[src/rtl/risc_pe_pkg.sv]
// Shared definitions for the RISC-V PE datapath: data width, pipeline-stage
// occupancy states and a state-to-level helper.
package risc_pe_pkg;

  localparam int unsigned XLEN    = 32;
  localparam int unsigned LEVEL_W = 2;

  typedef enum logic [1:0] {
    EMPTY = 2'd0,
    BUSY  = 2'd1,
    FULL  = 2'd2
  } pipe_state_t;

  // Occupancy reported on the level port for a given buffer state.
  function automatic logic [LEVEL_W-1:0] state_level(input pipe_state_t s);
    case (s)
      EMPTY:   return LEVEL_W'(0);
      BUSY:    return LEVEL_W'(1);
      FULL:    return LEVEL_W'(2);
      default: return LEVEL_W'(0);
    endcase
  endfunction

endpackage

[src/rtl/pipe_stage_reg_if.sv]
// Valid/ready pipeline-stage bus: upstream push side, downstream pop side,
// squash and occupancy. The stage itself uses the slave view.
interface pipe_stage_reg_if
  import risc_pe_pkg::*;
#(
  parameter int unsigned WIDTH = XLEN
) ();

  logic               flush;
  logic               in_valid;
  logic               in_ready;
  logic [WIDTH-1:0]   data_in;
  logic               out_valid;
  logic               out_ready;
  logic [WIDTH-1:0]   data_out;
  logic [LEVEL_W-1:0] level;

  modport master (
    output flush,
    output in_valid,
    output data_in,
    output out_ready,
    input  in_ready,
    input  out_valid,
    input  data_out,
    input  level
  );

  modport slave (
    input  flush,
    input  in_valid,
    input  data_in,
    input  out_ready,
    output in_ready,
    output out_valid,
    output data_out,
    output level
  );

endinterface

[src/rtl/pipe_stage_reg.sv]
// Pipeline-stage register with valid/ready handshake and synchronous flush.
// SKID=1 adds a second entry so in_ready is a flop without throughput loss.
module pipe_stage_reg
  import risc_pe_pkg::*;
#(
  parameter int unsigned      WIDTH       = XLEN,
  parameter logic [WIDTH-1:0] RESET_VALUE = '0,
  parameter int unsigned      SKID        = 1
) (
  input  logic             clock,
  input  logic             reset,
  pipe_stage_reg_if.slave  bus
);

  if (SKID != 0) begin : g_skid

    pipe_state_t        state_q, state_d;
    logic [WIDTH-1:0]   main_q, main_d;
    logic [WIDTH-1:0]   skid_q, skid_d;
    logic               in_ready_q;
    logic               out_valid_q;
    logic [LEVEL_W-1:0] level_q;
    logic               in_fire_c;
    logic               out_fire_c;

    assign in_fire_c  = bus.in_valid & in_ready_q;
    assign out_fire_c = out_valid_q & bus.out_ready;

    // State and datapath registers; ready/valid/level are precomputed from state_d.
    always_ff @(posedge clock) begin
      if (reset) begin
        state_q     <= EMPTY;
        main_q      <= RESET_VALUE;
        skid_q      <= RESET_VALUE;
        in_ready_q  <= 1'b0;
        out_valid_q <= 1'b0;
        level_q     <= LEVEL_W'(0);
      end else begin
        state_q     <= state_d;
        main_q      <= main_d;
        skid_q      <= skid_d;
        in_ready_q  <= (state_d != FULL);
        out_valid_q <= (state_d != EMPTY);
        level_q     <= state_level(state_d);
      end
    end

    // Next-state and data steering; flush squashes occupancy but leaves data_out.
    always_comb begin
      state_d = state_q;
      main_d  = main_q;
      skid_d  = skid_q;
      case (state_q)
        EMPTY: begin
          if (in_fire_c) begin
            state_d = BUSY;
            main_d  = bus.data_in;
          end
        end
        BUSY: begin
          if (in_fire_c && out_fire_c) begin
            main_d = bus.data_in;
          end else if (in_fire_c) begin
            state_d = FULL;
            skid_d  = bus.data_in;
          end else if (out_fire_c) begin
            state_d = EMPTY;
          end
        end
        FULL: begin
          if (out_fire_c) begin
            state_d = BUSY;
            main_d  = skid_q;
          end
        end
        default: state_d = EMPTY;
      endcase
      if (bus.flush) begin
        state_d = EMPTY;
        main_d  = main_q;
        skid_d  = skid_q;
      end
    end

    assign bus.in_ready  = in_ready_q;
    assign bus.out_valid = out_valid_q;
    assign bus.data_out  = main_q;
    assign bus.level     = level_q;

  end else begin : g_single

    logic             valid_q, valid_d;
    logic [WIDTH-1:0] main_q, main_d;
    logic             in_ready_c;
    logic             in_fire_c;
    logic             out_fire_c;

    // Ready passes straight through from downstream in the single-entry variant.
    assign in_ready_c = ~valid_q | bus.out_ready;
    assign in_fire_c  = bus.in_valid & in_ready_c;
    assign out_fire_c = valid_q & bus.out_ready;

    always_ff @(posedge clock) begin
      if (reset) begin
        valid_q <= 1'b0;
        main_q  <= RESET_VALUE;
      end else begin
        valid_q <= valid_d;
        main_q  <= main_d;
      end
    end

    always_comb begin
      valid_d = valid_q;
      main_d  = main_q;
      if (bus.flush) begin
        valid_d = 1'b0;
      end else if (in_fire_c) begin
        valid_d = 1'b1;
        main_d  = bus.data_in;
      end else if (out_fire_c) begin
        valid_d = 1'b0;
      end
    end

    assign bus.in_ready  = in_ready_c;
    assign bus.out_valid = valid_q;
    assign bus.data_out  = main_q;
    assign bus.level     = {1'b0, valid_q};

  end

endmodule

[src/flat_wrapper.sv]
// flat-port wrapper written by rule: the top's interface ports become plain ports
module pipe_stage_reg_flat import risc_pe_pkg::*;
#(
  parameter int unsigned      WIDTH       = XLEN,
  parameter logic [WIDTH-1:0] RESET_VALUE = '0,
  parameter int unsigned      SKID        = 1
)
  (clock, reset, bus_flush, bus_in_valid, bus_data_in, bus_out_ready, bus_in_ready, bus_out_valid, bus_data_out, bus_level);
  pipe_stage_reg_if #(.WIDTH(WIDTH)) bus_i ();
  input  logic clock;
  input  logic reset;
  input wire logic [$bits(bus_i.flush)-1:0] bus_flush;
  input wire logic [$bits(bus_i.in_valid)-1:0] bus_in_valid;
  input wire logic [$bits(bus_i.data_in)-1:0] bus_data_in;
  input wire logic [$bits(bus_i.out_ready)-1:0] bus_out_ready;
  output wire logic [$bits(bus_i.in_ready)-1:0] bus_in_ready;
  output wire logic [$bits(bus_i.out_valid)-1:0] bus_out_valid;
  output wire logic [$bits(bus_i.data_out)-1:0] bus_data_out;
  output wire logic [$bits(bus_i.level)-1:0] bus_level;
  assign bus_i.flush = bus_flush;
  assign bus_i.in_valid = bus_in_valid;
  assign bus_i.data_in = bus_data_in;
  assign bus_i.out_ready = bus_out_ready;
  assign bus_in_ready = bus_i.in_ready;
  assign bus_out_valid = bus_i.out_valid;
  assign bus_data_out = bus_i.data_out;
  assign bus_level = bus_i.level;
  pipe_stage_reg #(.WIDTH(WIDTH), .RESET_VALUE(RESET_VALUE), .SKID(SKID)) u_core (.clock(clock), .reset(reset), .bus(bus_i));
endmodule
[config.mk]
export PLATFORM = sky130hd
export DESIGN_NAME = pipe_stage_reg_flat
export DESIGN_NICKNAME = d
export VERILOG_FILES = /design/src/rtl/risc_pe_pkg.sv /design/src/rtl/pipe_stage_reg_if.sv /design/src/rtl/pipe_stage_reg.sv /design/src/flat_wrapper.sv
export SDC_FILE = /design/constraint.sdc
export NUM_CORES = 1
export LEC_CHECK = 0
export ABC_AREA = 1
export CORE_MARGIN = 5
export CORE_UTILIZATION = 54
export DETAILED_ROUTE_END_ITERATION = 16
export PLACE_DENSITY = 0.89
export SYNTH_ARGS = -nofsm -noshare
export SYNTH_HDL_FRONTEND = slang
export SYNTH_SLANG_ARGS = --single-unit
[constraint.sdc]
create_clock -name clock -period 2.7 [get_ports clock]
set_input_delay 0.54 -clock clock [delete_from_list [all_inputs] [get_ports clock]]
set_output_delay 0.54 -clock clock [all_outputs]
set_load 0.02 [all_outputs]
---- Word-level counts from Yosys, hierarchy flattened ----
Cells that the tools add are included.
Widths: inputs -> output; s select.
word-level totals
  register bits ........................... 70
  input bits .............................. 37
  word-level logic and storage cells ...... 36
operators by class
  equality and inequality tests ........... 8
  mux-type cells .......................... 12
  bitwise operators ....................... 4
  reductions and logical operators ........ 6
operators with widths
  kind                count
  $mux 32             3
  $pmux 32 s3         1
  $mux 2              6
  $ne 2x1->1 const B  3
  $pmux 2 s3          1
  $reduce_and 5->1    1
  $eq 2x1->1 const B  2
  $eq 2x2->1 const B  2
  $pmux 2 s2          1
  $reduce_and 4->1    1
  $reduce_bool 3->1   1
  $and 1x1->1         2
  $logic_not 2->1     1
  $ne 2x2->1 const B  1
  $not 1->1           2
  $reduce_bool 2->1   1
  $logic_and 1x1->1   1

---- Logic depth before layout (Yosys ltp) ----
  word-level depth ........................ 8
  mapped depth ............................ 9
  gate-level depth less buffers ........... 7

---- Least setup slack after synthesis ----
Ideal clock, no wire load.
  kind .................................... input to register
  start point ............................. input bus_out_ready
  end point ............................... register u_core.g_skid.skid_q[28]
  library setup time ...................... 0.115 ns
  arrival ................................. 1.248 ns
  required time ........................... 2.585 ns
  slack ................................... 1.337 ns
  stages on the path ...................... 7
  path buffers ............................ 1
  cells stage by stage .................... nand2_1 nor2_1 nor2_4 buf_2 nand3b_1 nand2_1 nor2_1
on the way
  longest elaborated chain between the ends .. 4
ends and longest elaborated chain
  item                        RTL line              text
  start: declaration          flat_wrapper.sv:15    input wire logic [$bits(bus_i.out_ready)-1:0] bus_out_ready;
  $and 1x1->1                 pipe_stage_reg.sv:27  assign out_fire_c = out_valid_q & bus.out_ready;
  $logic_and 1x1->1           pipe_stage_reg.sv:61  if (in_fire_c && out_fire_c) begin
  $not 1->1 (no line)         -
  $reduce_and 4->1 (no line)  -
  end signal: assignment      pipe_stage_reg.sv:41  skid_q <= skid_d;
  end: declaration            pipe_stage_reg.sv:19  logic [WIDTH-1:0] skid_q, skid_d;
No other way between the ends.
A chain may end at the register's enable or synchronous reset.

---- Worst setup path in the final report ----
  start point ............................. input bus_out_ready
  end point ............................... register u_core.g_skid.main_q[18], in the netlist u_core.bus.data_out[18]
on the way
  longest elaborated chain between the ends .. 4
ends and longest elaborated chain
  item                            RTL line              text
  $and 1x1->1 (*)                 pipe_stage_reg.sv:27
  $logic_and 1x1->1               pipe_stage_reg.sv:61
  $ne 2x1->1 (no line)            -
  $reduce_and 5->1 (no line) (*)  -
  end signal: assignment          pipe_stage_reg.sv:40  main_q <= main_d;
  end: declaration                pipe_stage_reg.sv:18  logic [WIDTH-1:0] main_q, main_d;
Mark *: on every way between the ends. The rest lies on a longest branch, timed or not.

==> results_dict.tcl <==
set metrics [dict create \
    antenna_found_initial 0 \
    wl_per_cell_um 11.3 \
    cp_common_cell "nand2_1" \
    firstDrtPassIters 5 \
    timing.slew.headroom_pct 43.2 \
    synth_top_cell_area_share_pct 41.9 \
    synthSimpleGateAreaFrac_pct 35.3 \
    vias 3156 \
    clock_skew_ps 6.64 \
    drive_above_1_share_pct 5.38 \
    fp.coreArea_um2 5960 \
    synth_xor_area_share_pct 0 \
    synth.yosys.seq_area_share_pct 41.9 \
    worstHoldPathCells 2 \
    vdd_drop_max_mv 0.421 \
    worstPathCellList "clkdlybuf4s50_1 > nand2_1 > nand2_2 > nand3_4 > buf_4 > nand2_1 > nand2_1 > nor2_1" \
    crit_type "primary input to flop" \
    clock-root-buffer "clkbuf_8" \
    worst_slack_ps 749 \
    drc 0 \
    clk_pin_slew_ps 80 \
    setup_viol 0 \
    cts_tree "yes" \
    cpPeakStageDelay_ps 450 \
    drv_slew 0 \
    clock_path_buffers 2 \
    wirelength_um 7330 \
    synth-seq-cells 70 \
    grt.overflow.total 0 \
    post-route-period-util_pct 72.3 \
    yosys_warnings 0 \
    period_minus_slack_ps 1950 \
    outcome "complete, no violations" \
    synth_compound_area_share_pct 9.17 \
    final_nets 608 \
    final_cell_mix "nand2_1, nor2_1, clkdlybuf4s50_1" \
    dp_slack_ps 394 \
    critPathRequiredTime_ps 2990 \
    syn-num-nets 552 \
    max-cap-violations 0 \
    endpoint_kind "flop" \
    grt_max_degree 67 \
    clock_latency_ps 350 \
    die_height_um 88.7 \
    hp-start "u_core.g_skid.skid_q[1]" \
    final_common_cell "nand2_1" \
    drt_iter0_markers 232 \
    start_kind "primary input" \
    dieArea_um2 7870 \
    netlist_area_um2 3340 \
    hold_buffers 0 \
    hold_viol_final 0 \
    rsz0062_at_grt "false" \
    ctsResizeCount 0 \
    crit_fanout 47 \
    slowest_stage "clkdlybuf4s50_1" \
    dpl.hpwl_um 4600 \
    worstPathArrival_ps 2240 \
    rrSetupSlack_ps 1000 \
    ys_types 20 \
    start_util_pct 56.2 \
    die_w_um 88.7 \
    vias_per_cell 4.85 \
    powerDensity_nw_per_um2 547 \
    synth_top_family_by_area "simple AND/OR/NAND/NOR gates" \
    dpl_cell_area_um2 4020 \
    io_pins 73 \
    gp_congestion 0.771 \
    worstHoldPathType "flop to flop" \
    synthCells 515 \
    grt_pass1_wl_um 12300 \
    maxClockFrequency_ghz 0.512 \
    syn_avg_cell_area_um2 6.49 \
    p_leak_nw 1.99 \
    r2r-end "u_core.bus.data_out[18]" \
    final.setup.tns_ps 0 \
    tightest_slew_ps 850 \
    min_to "u_core.g_skid.skid_q[1]" \
    muxShareOfSynthArea_pct 0 \
    synth_area_leaders "dfxtp_1, nand2_1, nor2_1, inv_1, a21oi_1" \
    grt_pass1_vias 2945 \
    grt.total_usage_pct 19.7 \
    num_antenna_cells 0 \
    htreeDepth 3 \
    ff2ff_path_depth 8 \
    synthAdderAreaFrac_pct 0 \
    synth_area_leader_cell "dfxtp_1" \
    ant_nets 0 \
    cts_setup_buffers 0 \
    port_buffers 72 \
    num_rows 28 \
    area_growth_pct 26.8 \
    fin_area_um2 4240 \
    r2r_start "u_core.g_skid.state_q[1]" \
    numCtsBuffers 9 \
    cts_sinks 70 \
]
worst max path at each step:
stage                  startpoint                       end  slack [ps]  depth (start not counted)
finish              bus_out_ready   u_core.bus.data_out[18]         750                          8
global route        bus_out_ready   u_core.bus.data_out[24]         560                          8
CTS                 bus_out_ready   u_core.bus.data_out[20]         750                          8
detailed placement  bus_out_ready   u_core.bus.data_out[20]         390                          8
global placement    bus_out_ready   u_core.bus.data_out[21]         460                          7
floorplan           bus_out_ready  u_core.g_skid.skid_q[28]        1340                          7
registers in the layout, indices dropped and copies added, names as in the netlist:
name and count:
u_core.bus.data_out 32, u_core.bus.level 2, u_core.bus.in_ready 1, u_core.bus.out_valid 1, u_core.g_skid.state_q 2, u_core.g_skid.skid_q 32
layer usage:
layer	GRT usage (%)	wire length, um	up-vias
li1	-	-	1679
met1	22.9	3230	1380
met4	6.87	99	0
met5	0	0	-
met2	33.6	3510	85
met3	6.98	485	12
worst max-delay path, delay by kind of cell:
family	cells	cell delay [ps]
simple gates	6	850
buf+inv	2	830
cell usage after synthesis:
cell type	count
a21oi_1	33
nand3b_1	6
o21ai_1	10
buf_6	9
nand3_1	29
nand4_1	2
nand2_2	3
inv_2	3
clkbuf_1	4
nand2_1	145
buf_2	16
o21ai_0	17
nand2_4	1
a31oi_1	1
buf_1	2
nor2_4	2
inv_1	64
nor2_1	97
dfxtp_1	70
nand3_4	1
cells by family after synthesis:
kind of cell	after synthesis
flip-flops	70
AO/OA/AOI/OAI	61
buffers and inverters	98
AND/OR/NAND/NOR	286
report_power, final:
group | internal [mW] | leakage, nW | switching [mW] | total (mW)
clock | 0.525 | 0.115 | 0.382 | 0.906
sequential | 1.07 | 0.569 | 0.0193 | 1.09
combinational | 0.153 | 1.31 | 0.174 | 0.326
cell type report:
type	count	area (um^2)
Clock buffer	13	179
Clock inverter	3	40.0
Sequential cell	70	1400
Fill cell	494	1710
Timing Repair Buffer	76	788
Tap cell	75	93.8
Inverter	67	251
Multi-Input combinational cell	347	1490
metrics by stage:
| stage | util (%) | hold slack [ps] | total power [mW] | std cells |
|---|---|---|---|---|
| finish | 71.2 | 480 | 2.32 | 651 |
| global placement | 67.5 | 461 | 1.43 | 635 |
| CTS | 71.2 | 485 | 2.33 | 651 |
| floorplan | - | 452 | 1.30 | 515 |
| detailed placement | 67.5 | 468 | 1.44 | 635 |
| global route | 71.2 | 500 | 2.42 | 651 |
No activity file was read; power rests on OpenSTA's default activity.
